### src/rtl/mem_arbiter_if.sv
// Bundle of every non-clock, non-reset signal of mem_arbiter: both requester
// ports (I and D) and the shared 256-bit memory port, plus the watchdog flag.
// Modport slave is the arbiter's view; modport master is the surrounding logic's view.
interface mem_arbiter_if;
    // instruction-cache side
    logic         i_req_i;
    logic         i_write_i;
    logic [31:0]  i_addr_i;
    logic [255:0] i_data_i;
    logic         i_ack_o;
    logic [255:0] i_data_o;
    // data-cache side
    logic         d_req_i;
    logic         d_write_i;
    logic [31:0]  d_addr_i;
    logic [255:0] d_data_i;
    logic         d_ack_o;
    logic [255:0] d_data_o;
    // memory side
    logic         mem_enable_o;
    logic         mem_write_o;
    logic [31:0]  mem_addr_o;
    logic [255:0] mem_data_o;
    logic [255:0] mem_data_i;
    logic         mem_ack_i;
    // sticky watchdog flag
    logic         err_timeout_o;

    modport slave (
        input  i_req_i, i_write_i, i_addr_i, i_data_i,
        input  d_req_i, d_write_i, d_addr_i, d_data_i,
        input  mem_data_i, mem_ack_i,
        output i_ack_o, i_data_o, d_ack_o, d_data_o,
        output mem_enable_o, mem_write_o, mem_addr_o, mem_data_o,
        output err_timeout_o
    );

    modport master (
        output i_req_i, i_write_i, i_addr_i, i_data_i,
        output d_req_i, d_write_i, d_addr_i, d_data_i,
        output mem_data_i, mem_ack_i,
        input  i_ack_o, i_data_o, d_ack_o, d_data_o,
        input  mem_enable_o, mem_write_o, mem_addr_o, mem_data_o,
        input  err_timeout_o
    );
endinterface

### src/rtl/mem_arbiter.sv
// Purpose: shares one 256-bit memory port between the I-cache (I) and D-cache (D) controllers,
//          one transaction outstanding, grant held until mem_ack_i or watchdog abort.
// Latency: request seen at edge N -> mem_enable_o high in cycle N+1; ack returned combinationally
//          in the mem_ack_i cycle; one forced IDLE cycle between transactions.
// Backpressure: requesters hold req until their ack; the losing requester simply waits.
// Ports: clk_i (rising edge), rst_i (async, active low), bus (mem_arbiter_if.slave: I/D request
//        ports, memory port, err_timeout_o).
module mem_arbiter #(
    parameter bit          RR_EN       = 1'b1,  // 1: round-robin on ties, 0: D always wins ties
    parameter int unsigned TIMEOUT_CYC = 1023,  // BUSY cycles without ack before abort, 0 = off
    parameter int          TO_W        = 10     // watchdog counter width, must hold TIMEOUT_CYC
) (
    input  logic         clk_i,
    input  logic         rst_i,
    mem_arbiter_if.slave bus
);

    typedef enum logic [1:0] {
        IDLE   = 2'b00,
        BUSY_I = 2'b01,
        BUSY_D = 2'b10
    } state_t;

    localparam bit              WD_EN   = (TIMEOUT_CYC != 0);
    localparam logic [TO_W-1:0] WD_LAST = WD_EN ? TO_W'(TIMEOUT_CYC - 1) : '0;

    state_t          state;
    state_t          state_nxt;
    logic            last_grant_d;  // 1 = D held the most recent grant
    logic [TO_W-1:0] wd_cnt;
    logic            err_timeout;
    logic            wd_fire;
    logic            busy_i;
    logic            busy_d;

    // ---------------- state register ----------------
    always_ff @(posedge clk_i or negedge rst_i) begin
        if (!rst_i) begin
            state <= IDLE;
        end else begin
            state <= state_nxt;
        end
    end

    // ---------------- next-state logic ----------------
    always_comb begin
        state_nxt = state;
        wd_fire   = 1'b0;
        case (state)
            IDLE: begin
                // Acks arriving here are stale (after reset/abort) and are dropped.
                if (bus.i_req_i && bus.d_req_i) begin
                    // Round-robin picks whoever was not granted last.
                    state_nxt = (RR_EN && last_grant_d) ? BUSY_I : BUSY_D;
                end else if (bus.d_req_i) begin
                    state_nxt = BUSY_D;
                end else if (bus.i_req_i) begin
                    state_nxt = BUSY_I;
                end
            end
            BUSY_I, BUSY_D: begin
                // Ack beats the watchdog when both land in the same cycle.
                // A requester dropping req mid-transaction does not release the grant.
                if (bus.mem_ack_i) begin
                    state_nxt = IDLE;
                end else if (WD_EN && (wd_cnt == WD_LAST)) begin
                    state_nxt = IDLE;
                    wd_fire   = 1'b1;
                end
            end
            default: state_nxt = IDLE;
        endcase
    end

    // ---------------- grant history, watchdog, error flag ----------------
    always_ff @(posedge clk_i or negedge rst_i) begin
        if (!rst_i) begin
            last_grant_d <= 1'b1;
            wd_cnt       <= '0;
            err_timeout  <= 1'b0;
        end else begin
            if ((state == IDLE) && (state_nxt != IDLE)) begin
                last_grant_d <= (state_nxt == BUSY_D);
            end
            // Every BUSY window is entered from IDLE, so holding the counter
            // at zero in IDLE is the same as clearing it on BUSY entry.
            if (state == IDLE) begin
                wd_cnt <= '0;
            end else begin
                wd_cnt <= wd_cnt + 1'b1;
            end
            if (wd_fire) begin
                err_timeout <= 1'b1;
            end
        end
    end

    // ---------------- memory-side mux ----------------
    assign busy_i = (state == BUSY_I);
    assign busy_d = (state == BUSY_D);

    assign bus.mem_enable_o = busy_i | busy_d;
    assign bus.mem_write_o  = (busy_i & bus.i_write_i) | (busy_d & bus.d_write_i);
    assign bus.mem_addr_o   = busy_i ? bus.i_addr_i : (busy_d ? bus.d_addr_i : 32'h0);
    assign bus.mem_data_o   = busy_i ? bus.i_data_i : (busy_d ? bus.d_data_i : 256'h0);

    // ---------------- requester-side return ----------------
    // Read data is broadcast; only the granted side ever sees an ack.
    assign bus.i_ack_o       = busy_i & bus.mem_ack_i;
    assign bus.d_ack_o       = busy_d & bus.mem_ack_i;
    assign bus.i_data_o      = bus.mem_data_i;
    assign bus.d_data_o      = bus.mem_data_i;
    assign bus.err_timeout_o = err_timeout;

endmodule

### src/flat_wrapper.sv
// flat-port wrapper written by rule: the top's interface ports become plain ports
module mem_arbiter_flat 
#(
    parameter bit          RR_EN       = 1'b1,                                                  
    parameter int unsigned TIMEOUT_CYC = 1023,                                                  
    parameter int          TO_W        = 10                                                     
)
  (clk_i, rst_i, bus_i_req_i, bus_i_write_i, bus_i_addr_i, bus_i_data_i, bus_d_req_i, bus_d_write_i, bus_d_addr_i, bus_d_data_i, bus_mem_data_i, bus_mem_ack_i, bus_i_ack_o, bus_i_data_o, bus_d_ack_o, bus_d_data_o, bus_mem_enable_o, bus_mem_write_o, bus_mem_addr_o, bus_mem_data_o, bus_err_timeout_o);
  mem_arbiter_if bus_i ();
  input  logic clk_i;
  input  logic rst_i;
  input wire logic [$bits(bus_i.i_req_i)-1:0] bus_i_req_i;
  input wire logic [$bits(bus_i.i_write_i)-1:0] bus_i_write_i;
  input wire logic [$bits(bus_i.i_addr_i)-1:0] bus_i_addr_i;
  input wire logic [$bits(bus_i.i_data_i)-1:0] bus_i_data_i;
  input wire logic [$bits(bus_i.d_req_i)-1:0] bus_d_req_i;
  input wire logic [$bits(bus_i.d_write_i)-1:0] bus_d_write_i;
  input wire logic [$bits(bus_i.d_addr_i)-1:0] bus_d_addr_i;
  input wire logic [$bits(bus_i.d_data_i)-1:0] bus_d_data_i;
  input wire logic [$bits(bus_i.mem_data_i)-1:0] bus_mem_data_i;
  input wire logic [$bits(bus_i.mem_ack_i)-1:0] bus_mem_ack_i;
  output wire logic [$bits(bus_i.i_ack_o)-1:0] bus_i_ack_o;
  output wire logic [$bits(bus_i.i_data_o)-1:0] bus_i_data_o;
  output wire logic [$bits(bus_i.d_ack_o)-1:0] bus_d_ack_o;
  output wire logic [$bits(bus_i.d_data_o)-1:0] bus_d_data_o;
  output wire logic [$bits(bus_i.mem_enable_o)-1:0] bus_mem_enable_o;
  output wire logic [$bits(bus_i.mem_write_o)-1:0] bus_mem_write_o;
  output wire logic [$bits(bus_i.mem_addr_o)-1:0] bus_mem_addr_o;
  output wire logic [$bits(bus_i.mem_data_o)-1:0] bus_mem_data_o;
  output wire logic [$bits(bus_i.err_timeout_o)-1:0] bus_err_timeout_o;
  assign bus_i.i_req_i = bus_i_req_i;
  assign bus_i.i_write_i = bus_i_write_i;
  assign bus_i.i_addr_i = bus_i_addr_i;
  assign bus_i.i_data_i = bus_i_data_i;
  assign bus_i.d_req_i = bus_d_req_i;
  assign bus_i.d_write_i = bus_d_write_i;
  assign bus_i.d_addr_i = bus_d_addr_i;
  assign bus_i.d_data_i = bus_d_data_i;
  assign bus_i.mem_data_i = bus_mem_data_i;
  assign bus_i.mem_ack_i = bus_mem_ack_i;
  assign bus_i_ack_o = bus_i.i_ack_o;
  assign bus_i_data_o = bus_i.i_data_o;
  assign bus_d_ack_o = bus_i.d_ack_o;
  assign bus_d_data_o = bus_i.d_data_o;
  assign bus_mem_enable_o = bus_i.mem_enable_o;
  assign bus_mem_write_o = bus_i.mem_write_o;
  assign bus_mem_addr_o = bus_i.mem_addr_o;
  assign bus_mem_data_o = bus_i.mem_data_o;
  assign bus_err_timeout_o = bus_i.err_timeout_o;
  mem_arbiter #(.RR_EN(RR_EN), .TIMEOUT_CYC(TIMEOUT_CYC), .TO_W(TO_W)) u_core (.clk_i(clk_i), .rst_i(rst_i), .bus(bus_i));
endmodule
### config.mk
export PLATFORM = sky130hd
export DESIGN_NAME = mem_arbiter_flat
export DESIGN_NICKNAME = d
export VERILOG_FILES = /design/src/rtl/mem_arbiter_if.sv /design/src/rtl/mem_arbiter.sv /design/src/flat_wrapper.sv
export SDC_FILE = /design/constraint.sdc
export NUM_CORES = 1
export LEC_CHECK = 0
export ABC_AREA = 1
export BUFFER_PORTS_ARGS = -buffer_cell sky130_fd_sc_hd__buf_2
export CAP_MARGIN = 20
export CORE_AREA = 3 3 644 646
export CTS_CLUSTER_SIZE = 10
export DETAILED_ROUTE_END_ITERATION = 12
export DIE_AREA = 0 0 647 649
export SLEW_MARGIN = 15
export SYNTH_ARGS = -nofsm -noshare
export SYNTH_HDL_FRONTEND = slang
export SYNTH_SLANG_ARGS = --single-unit
### constraint.sdc
create_clock -name clk_i -period 2.05 [get_ports clk_i]
set_clock_uncertainty 0.2 [all_clocks]
set_input_delay 0.5125 -clock clk_i [delete_from_list [all_inputs] [get_ports clk_i]]
set_output_delay 0.5125 -clock clk_i [all_outputs]
set_load 0.01 [all_outputs]
==> impl_metrics.toml <==
[cells_and_area]
drive_above_1_share = 0.709
register_area_sq_um = 352
multiInputGateArea_sq_um = 6180
fin_nets = 2826
fillers = 48385
final_cells = 7467
syn2layout_area_growth_pct = 167

[placement]
post-dp-hpwl_microns = 371000
dp_cells = 7369
routabilityCongestion = 1.00
io_buffers = 875

[floorplan]
die_area_sq_um = 420000
die_x_microns = 647
fp.coreArea_sq_um = 410000
top_level_ports = 1644
initial_core_util = 0.0212
dieHeight_microns = 649
rows = 235

[timing]
timing_max_transition_violations_final = 0
finalSetupViolCount = 292
rsz0062_at_grt = "true"
worst_slack_ps = -713
period_needed_ps = 2760
maxSlewHeadroom = 0.705
worst_pin_slew_ps = 443
fin_crit_sh = 1.35
fmax_mhz = 362
fin_hold_ws_ps = 301
finalSetupTns_ps = -178980
hold_viol = 0

[global_routing]
antenna_found_initial = 356
grt_pass1_vias = 12834
gr-usage-all-layers = 0.178
overflow = 0
grt_pass1_wl_microns = 418000
grt_max_degree = 55

[route]
via_per_inst = 2.01
routed_wl_microns = 391000
remaining_drc_errors = 0
first_pass_iters = 5
wire_per_inst_microns = 52.3
drtIter0Drc = 1152
vias = 14985
antenna_left = 0

[synthesis]
synthCells = 1571
postSynthNetCount = 2416
synthesis.area_sq_um = 8680
yosysUniqueCellTypes = 25
yosysWarnings = 0
avgSynthCellArea_sq_um = 5.52
yosysSeqAreaShare = 0.0405
ys_ff_latch = 14

[worst_setup_path]
max_stage_delay_ps = 410
endpoint_kind = "primary output"
path_delay_family = "buffers and inverters"
cpMostUsedCell = "buf_12"
required_ps = 1340
critPathBufInv = 7
slowest_stage = "dfrtp_1"
crit_arrival_ps = 2050
critPathMaxFanout = 8
critPathKind = "reg -> out"
startpoint_type = "flip-flop"
cp_cell_sequence = "buf_6, inv_4, ha_4, buf_12, buf_12, buf_16, clkbuf_16, nand3_2, nand2_2, buf_12"

[clock_tree]
cts.path.max_buffers = 2
clock_latency_ps = 250
clkSinkCount = 14
tritoncts = "yes"
clk_transition_reported_paths_ps = 50
cts_made_buffers = 3
root_buffer = "clkbuf_16"
htreeDepth = 1

[worst_hold_path]
hp-class = "reg -> reg"

[status]
outcome = "finished with violations"
violations = "setup timing"

[power_and_ir_drop]
power.density_nw_per_um2 = 1400
ir_drop_v = 0.000648
finalPower_mw = 32.4
leakagePower_nw = 8.68

[job]
drv_cap = 0
-- Yosys cell counts --
cell type  number  area share
nand3_2         2      0.0023
o211ai_1        1     0.00087
nor3_1          3      0.0017
dfstp_2         1      0.0030
nor2_4          1      0.0013
buf_4         512        0.44
clkbuf_1       31       0.013
buf_2          55       0.032
a211oi_1        1     0.00087
o21bai_1        2      0.0017
inv_1          17      0.0074
a31oi_1         1     0.00072
a21oi_1         7      0.0040
ha_1            6      0.0087
a22o_1          1      0.0010
nor2_2          2      0.0014
nand3_1       294        0.17
nand2_2         2      0.0014
dfrtp_1        13       0.037
nand4_1         1     0.00072
inv_2           1     0.00043
nor2_1          9      0.0039
o21ai_0         3      0.0017
buf_1          10      0.0043
nand2_1       595        0.26
-- final timing paths --
path	cells after the start	slack (ps)	to	start
setup / recovery	10	-710	bus_mem_data_o[155]	u_core.state[0]
hold / removal	1	300	u_core.bus.err_timeout_o	u_core.bus.err_timeout_o
setup reg to reg	9	190	u_core.last_grant_d	u_core.state[0]
hold reg to reg	1	300	u_core.bus.err_timeout_o	u_core.bus.err_timeout_o
max in group asynchronous	2	630	u_core.last_grant_d	rst_i
min in group asynchronous	2	720	u_core.state[0]	rst_i
-- flip-flops by register name, indices dropped and copies added (netlist names) --
| signal | flops |
|---|---|
| u_core.wd_cnt | 10 |
| u_core.state | 2 |
| u_core.bus.err_timeout_o | 1 |
| u_core.last_grant_d | 1 |
-- area by class of cell --
cell class,count,area share
multi-input combinational,931,0.267
inverter,18,0.00416
tap,5451,0.295
timing repair buffer,1011,0.410
clock buffer,4,0.00384
sequential,14,0.0152
timing repair inverter,2,0.00108
antenna,36,0.00389
-- cells in the final DEF, fill, tap and decap left out, types with 2 or more instances in the layout --
cell type	count
buf_4	76
diode_2	36
bufbuf_16	5
nand2_4	29
buf_16	23
o21bai_1	2
o21ai_0	3
nor2_2	2
clkbuf_4	4
nand3_1	114
nand2_1	400
nand3_4	83
buf_8	8
buf_2	637
inv_1	15
nor2_1	9
nor3_1	3
clkbuf_16	17
ha_4	2
buf_6	51
dfrtp_1	13
nand2_2	167
a21oi_1	7
nand3_2	99
buf_12	192
ha_1	4
-- cell families after synthesis --
logic type               Yosys count  share of synthesized area
AND/OR/NAND/NOR                  909                      0.440
buffers and inverters            626                      0.500
AO/OA/AOI/OAI                     16                     0.0110
flip-flops                        14                     0.0405
adder cells (fa/ha/maj)            6                    0.00865
-- power by group --
group / switching (mW) / total (mW) / internal [mW]
Combinational: 19.2 / 31.7 / 12.5
Sequential: 0.0426 / 0.375 / 0.332
Clock: 0.115 / 0.411 / 0.296
-- through the flow --
step / util / setup WS [ps] / instance area, sq um
final: 0.0565 / -713 / 23100
after global routing: 0.0564 / -795 / 23100
after CTS: 0.0527 / -736 / 21600
after detailed placement: 0.0464 / -945 / 19000
after global placement: 0.0464 / -932 / 19000
after floorplan: - / -3.22 / 8680
-- what timing repair did --
action                                  4_1_cts  5_1_grt
gates cloned                                 17       16
endpoints found under the setup margin      292      293
pin swaps                                    14       35
hold buffers                                  1        0
buffers inserted                             20        8
gates resized for setup                     434      257
hold endpoints to repair                     13        0
-- layer usage --
metal  GRT usage  part of all wire
met5      0.0192            0.0066
met3       0.240              0.29
met2       0.254              0.39
met4      0.0381             0.033
met1       0.145              0.28
(Power assumes the default switching activity.)
